File: src/rtl/fifo_wr_arb_pkg.sv
// fifo_wr_arb_pkg: shared state type and constants for fifo_wr_arbiter.
package fifo_wr_arb_pkg;
   typedef enum logic {ARB_IDLE, ARB_BURST} arb_state_t;
   localparam int STAT_W = 16;
endpackage

File: src/rtl/fifo_wr_arbiter_rr_pick.sv
// rr_pick: rotating-priority picker; returns the first set req bit at or after start, wrapping at N.
module rr_pick #(
   parameter int N = 4,
   parameter int W = $clog2(N)
) (
   input  logic [N-1:0] req,
   input  logic [W-1:0] start,
   output logic         found,
   output logic [W-1:0] idx
);
   int j;
   always_comb begin
      found = 1'b0;
      idx = '0;
      j = 0;
      for (int i = 0; i < N; i++) begin
         j = int'(start) + i;
         j = j >= N ? j - N : j;
         if (req[j] && !found) begin
            found = 1'b1;
            idx = W'(j);
         end
      end
   end
endmodule

File: src/rtl/fifo_wr_arbiter.sv
// fifo_wr_arbiter: round-robin bounded-burst arbiter driving a FIFO write port.
// Define FIFO_WR_ARB_STATS_EN to add saturating beat/stall counters with stat_clr.
module fifo_wr_arbiter
   import fifo_wr_arb_pkg::*;
#(
   parameter int NUM_REQ    = 4,
   parameter int DATA_WIDTH = 8,
   parameter int MAX_BURST  = 4,
   parameter int GNT_W      = $clog2(NUM_REQ),
   parameter int BEAT_W     = $clog2(MAX_BURST + 1)
) (
   input  logic                          clk,
   input  logic                          rst,
`ifdef FIFO_WR_ARB_STATS_EN
   input  logic                          stat_clr,
   output logic [STAT_W-1:0]             stat_beats,
   output logic [STAT_W-1:0]             stat_stalls,
`endif
   input  logic [NUM_REQ-1:0]            req_valid,
   input  logic [NUM_REQ*DATA_WIDTH-1:0] req_data,
   output logic [NUM_REQ-1:0]            req_ready,
   input  logic                          fifo_full,
   output logic                          fifo_wr_en,
   output logic [DATA_WIDTH-1:0]         fifo_din,
   output logic [NUM_REQ-1:0]            gnt_onehot,
   output logic                          busy
);
   arb_state_t        state_q, state_d;
   logic [GNT_W-1:0]  gnt_idx_q, gnt_idx_d, rr_ptr_q, rr_ptr_d, pick_idx, rr_next;
   logic [BEAT_W-1:0] beat_cnt_q, beat_cnt_d;
   logic              pick_found, cur_valid, accept;
   logic [NUM_REQ-1:0] gnt_vec;

   rr_pick #(.N(NUM_REQ), .W(GNT_W)) u_pick (
      .req(req_valid), .start(rr_ptr_q), .found(pick_found), .idx(pick_idx)
   );

   // Outputs are gated by rst so a burst cut by reset never writes in the reset cycle.
   always_comb begin
      busy       = state_q == ARB_BURST;
      gnt_vec    = {{(NUM_REQ-1){1'b0}}, 1'b1} << gnt_idx_q;
      cur_valid  = req_valid[gnt_idx_q];
      accept     = busy && cur_valid && !fifo_full && !rst;
      gnt_onehot = busy ? gnt_vec : '0;
      req_ready  = (busy && !fifo_full && !rst) ? gnt_vec : '0;
      fifo_wr_en = accept;
      fifo_din   = (busy && !rst) ? req_data[gnt_idx_q*DATA_WIDTH +: DATA_WIDTH] : '0;
      rr_next    = gnt_idx_q == GNT_W'(NUM_REQ - 1) ? '0 : gnt_idx_q + 1'b1;
   end

   always_comb begin
      state_d    = state_q;
      gnt_idx_d  = gnt_idx_q;
      rr_ptr_d   = rr_ptr_q;
      beat_cnt_d = beat_cnt_q;
      if (!busy) begin
         if (pick_found) begin
            state_d    = ARB_BURST;
            gnt_idx_d  = pick_idx;
            beat_cnt_d = '0;
         end
      end else begin
         if (accept) beat_cnt_d = beat_cnt_q + 1'b1;
         if ((accept && beat_cnt_q == BEAT_W'(MAX_BURST - 1)) || !cur_valid) begin
            state_d  = ARB_IDLE;
            rr_ptr_d = rr_next;
         end
      end
   end

   always_ff @(posedge clk) begin
      if (rst) begin
         state_q    <= ARB_IDLE;
         gnt_idx_q  <= '0;
         rr_ptr_q   <= '0;
         beat_cnt_q <= '0;
      end else begin
         state_q    <= state_d;
         gnt_idx_q  <= gnt_idx_d;
         rr_ptr_q   <= rr_ptr_d;
         beat_cnt_q <= beat_cnt_d;
      end
   end

`ifdef FIFO_WR_ARB_STATS_EN
   logic [STAT_W-1:0] stat_beats_q, stat_beats_d, stat_stalls_q, stat_stalls_d;
   always_comb begin
      stat_beats_d  = stat_clr ? '0 : stat_beats_q + STAT_W'(accept && !(&stat_beats_q));
      stat_stalls_d = stat_clr ? '0 : stat_stalls_q + STAT_W'(busy && cur_valid && fifo_full && !(&stat_stalls_q));
   end
   always_ff @(posedge clk) begin
      if (rst) begin
         stat_beats_q  <= '0;
         stat_stalls_q <= '0;
      end else begin
         stat_beats_q  <= stat_beats_d;
         stat_stalls_q <= stat_stalls_d;
      end
   end
   assign stat_beats  = stat_beats_q;
   assign stat_stalls = stat_stalls_q;
`endif
endmodule

File: config.mk
export PLATFORM = sky130hd
export DESIGN_NAME = fifo_wr_arbiter
export DESIGN_NICKNAME = d
export VERILOG_FILES = /design/src/rtl/fifo_wr_arb_pkg.sv /design/src/rtl/fifo_wr_arbiter_rr_pick.sv /design/src/rtl/fifo_wr_arbiter.sv
export SDC_FILE = /design/constraint.sdc
export NUM_CORES = 1
export LEC_CHECK = 0
export ABC_AREA = 0
export CAP_MARGIN = 20
export CELL_PAD_IN_SITES_DETAIL_PLACEMENT = 1
export CELL_PAD_IN_SITES_GLOBAL_PLACEMENT = 2
export CORE_ASPECT_RATIO = 1.5
export CORE_MARGIN = 3
export CORE_UTILIZATION = 18
export DETAILED_ROUTE_END_ITERATION = 7
export PLACE_DENSITY = 0.73
export SLEW_MARGIN = 20
export SYNTH_ARGS = -nofsm -noshare
export SYNTH_HDL_FRONTEND = slang
export SYNTH_SLANG_ARGS = --single-unit
export TNS_END_PERCENT = 100
File: constraint.sdc
create_clock -name clk -period 1.93 [get_ports clk]
set_clock_uncertainty 0.1 [all_clocks]
set_input_delay 0.579 -clock clk [delete_from_list [all_inputs] [get_ports clk]]
set_output_delay 0.579 -clock clk [all_outputs]
set_load 0.01 [all_outputs]
==> key figures <==
Floorplan
  • Core ar.: 0.00465 mm²
  • # rows: 30
  • Initial Utilization: 0.193
  • Die H: 92.5 µm
  • I/O pin count: 57
  • Die width: 63.7 µm
  • Die Area: 0.00589 mm²

Worst setup path
  • Critical Path, Cell by Cell: dlygate4sd2_1 > mux4_2 > nor2b_1 > buf_2
  • CP delay by family, top: multiplexers
  • Required time of the critical path: 1.25 ns
  • CP max stage delay: 0.44 ns
  • CP max FO: 1
  • Number of buffers and inverters on the critical path: 2
  • Worst Path Arrival: 1.53 ns
  • Crit-path slowest cell: mux4_2
  • Startpoint types: primary input
  • Crit path capture type: primary output
  • Crit Path Class: primary input to primary output

Synth
  • Area of the mapped netlist: 898 µm²
  • Ys async rst share: 0
  • Synth Area in XOR/XNOR: 0
  • Largest family of logic cells by synthesized area: multiplexers
  • Area share of the largest cell type after synthesis: 0.226
  • Mapped Avg Cell Area: 10.2 µm²
  • Area contributors post-synth: mux4_2 23%, dfxtp_1 18%, ha_1 8.4%
  • Synth Flop Type: dfxtp_1
  • Post-synth EDFFs: 0
  • Register area share after synthesis: 0.178
  • Ys Warns: 0
  • Synth top cells by count: 9 x mux4_2, 8 x and2_1, 8 x dfxtp_1, 8 x nor2b_1, 7 x inv_1
  • Number of synthesized register bits: 8
  • Unique masters post-synth: 34
  • Count leader, synth: mux4_2
  • Post-Synthesis Cells: 88
  • Simple-Gate Fraction of Synth Area: 0.242
  • Syn Nets: 133
  • Yosys top cell by area: mux4_2
  • Compound-Gate Fraction of Synth Area: 0.156
  • Mux share of post-synthesis cell area: 0.276
  • Post-Synth Adder-Cell Area: 0.0836

STA
  • Fmax: 0.453 GHz
  • Final slew viol count: 0
  • Setup-failing EPs final: 17
  • Period minus WS final: 2.21 ns
  • Hold Worst Slack: 0.374 ns
  • TNS Setup: -2.65 ns
  • RSZ-0062 raised after global routing: true
  • Final worst slack: -0.276 ns
  • Worst slew pin tran: 0.332 ns
  • Hold Vio Cnt, Final: 0
  • Max-slew headroom: 0.778
  • Period utilisation layout: 1.14

Job
  • Maxcap violations: 0

GRT
  • Global Route met2 Usage: 0.275
  • Pin count of the biggest net entering global routing: 10
  • Met3 usage: 0.0437
  • GR Layer Usage met1: 0.145
  • Gr busiest metal: met2
  • GR Util All Layers: 0.139
  • Overflow after GRT: 0
  • Vias in the first global route: 1189
  • First-pass GRT wire length: 6.49 mm
  • Antenna violations before repair: 0

Detailed routing
  • Residual DRC: 0
  • Avg Vias per Cell: 4.44
  • TritonRoute pass-1 iters: 3
  • Total Wirelength: 3.83 mm
  • Final ANT Viol Nets: 0
  • Vias post-DR: 1038
  • Wire length per cell: 16.4 µm
  • DRT iter0 DRCs: 24

Layout
  • # diodes: 0
  • Layout cells sized above 1: 0.541
  • Nets: 217
  • Layout area overhead: 108%
  • Fill cell count: 578

Placed design
  • Count of buffers from port buffering: 56
  • GPL Wtd Cong: 0.754
  • HPWL Detailed: 3.04 mm
  • Pre-CTS setup slack: -0.941 ns

Power
  • Clk pwr share: 0.253
  • Sequential Power Share: 0.246
  • Switch share: 0.293
  • Leakage power: 0.798 nW
  • Internal power: 558 µW
  • Max VDD drop: 0.332 mV
  • P per Cell Area: 423 mW/mm²
  • Switching power total: 232 µW
  • Comb power frac: 0.502

CTS
  • CTS buffer count: 3
  • Hold_buf cts: 0
  • Clk Latency, worst-skew pair: 0.23 ns
  • H-tree depth: 1
  • Clk slew on worst S/H paths: 0.04 ns
  • Number of clock sinks: 8
  • CTS max path bufs: 2
  • CTS tree: built
  • Root Driver: clkbuf_8

Status
  • Status: finished, violations left
  • Failing checks: setup timing

Worst hold path
  • Hold WC Path Type: register to register
==> routing by layer <==
metal	wire (µm)	vias to the layer above
met5	0	-
met4	0	0
met3	321	0
met2	2170	52
met1	1330	495
li1	-	491
==> tightest hold or removal path, cell delays in order (launching register included) <==
cell	delay (ns)
dfxtp_1	0.32
nand3_2	0.06
a21oi_2	0.05
==> placed cells by master, fill, tap and decap left out, drive strengths merged <==
| cell type | Yosys | final |
|---|---|---|
| nor3b | 1 | 1 |
| o221ai | 2 | 2 |
| o41ai | 1 | 1 |
| a2111oi | 1 | 1 |
| nand2b | 4 | 4 |
| nand4b | 2 | 2 |
| a311oi | 1 | 1 |
| a21oi | 5 | 5 |
| clkbuf | 1 | 3 |
| nor3 | 1 | 1 |
| mux2i | 3 | 3 |
| nor2 | 2 | 2 |
| o21ai | 3 | 3 |
| nand3 | 2 | 2 |
| nor2b | 9 | 9 |
| nand3b | 1 | 1 |
| dlygate4sd2 | 0 | 8 |
| inv | 8 | 8 |
| nand2 | 3 | 3 |
| o21a | 1 | 1 |
| and2 | 8 | 8 |
| clkdlybuf4s15 | 0 | 25 |
| ha | 6 | 6 |
| mux4 | 9 | 9 |
| a22oi | 1 | 1 |
| a31oi | 1 | 1 |
| mux2 | 1 | 1 |
| dfxtp | 8 | 8 |
| buf | 3 | 50 |
==> cell type report <==
class	instances	area [µm²]	share of cell area
multi-input combinational	68	786	0.421
timing repair buffer	83	757	0.406
sequential	8	166	0.0892
tap	64	80.1	0.0429
clock buffer	3	41.3	0.0221
inverter	8	35.0	0.0188
==> cell families (layout without fill, tap and decap cells) <==
family / Yosys count / after routing
DFF: 8 / 8
and+or+nand+nor: 33 / 33
AOI/OAI and AO/OA: 16 / 16
buffers and inverters: 12 / 94
adders and majority gates: 6 / 6
muxes: 13 / 13
==> power by group through the flow <==
stage          sequential (mW)  combinational (mW)  clock (mW)
6_report                 0.194               0.396       0.199
3_5_place_dp             0.193               0.369           0
4_1_cts                  0.194               0.388       0.209
2_1_floorplan            0.191               0.171           0
5_1_grt                  0.196               0.428       0.217
3_3_place_gp             0.192               0.358           0
==> stage by stage <==
| stage | instance area (µm²) | std cells | util | power [mW] |
|---|---|---|---|---|
| final | 1870 | 234 | 0.401 | 0.789 |
| after detailed placement | 1730 | 226 | 0.372 | 0.563 |
| after CTS | 1840 | 234 | 0.396 | 0.791 |
| after global routing | 1870 | 234 | 0.401 | 0.840 |
| after global placement | 1730 | 226 | 0.372 | 0.550 |
| after floorplan | 937 | 88 | - | 0.362 |
==> final timing paths <==
kind	from	end	slack [ns]	cells after the start
max	req_data[14]	fifo_din[6]	-0.28	4
min reg2reg	beat_cnt_q[1]	beat_cnt_q[1]	0.37	2
max reg2reg	gnt_idx_q[0]	rr_ptr_q[0]	0.14	7
min	beat_cnt_q[1]	beat_cnt_q[1]	0.37	2
==> registers in the layout, summed over array words and instances (netlist names) <==
name	count
beat_cnt_q	3
rr_ptr_q	2
busy	1
gnt_idx_q	2
==> what timing repair did <==
action | in CTS | in global routing
setup buffers | 4 | 1
pin swaps | 10 | 0
endpoints found under the setup margin | 21 | 17
gates cloned | 1 | 0
resized for setup | 181 | 6
Note: power is estimated with default switching activity, not from simulation.
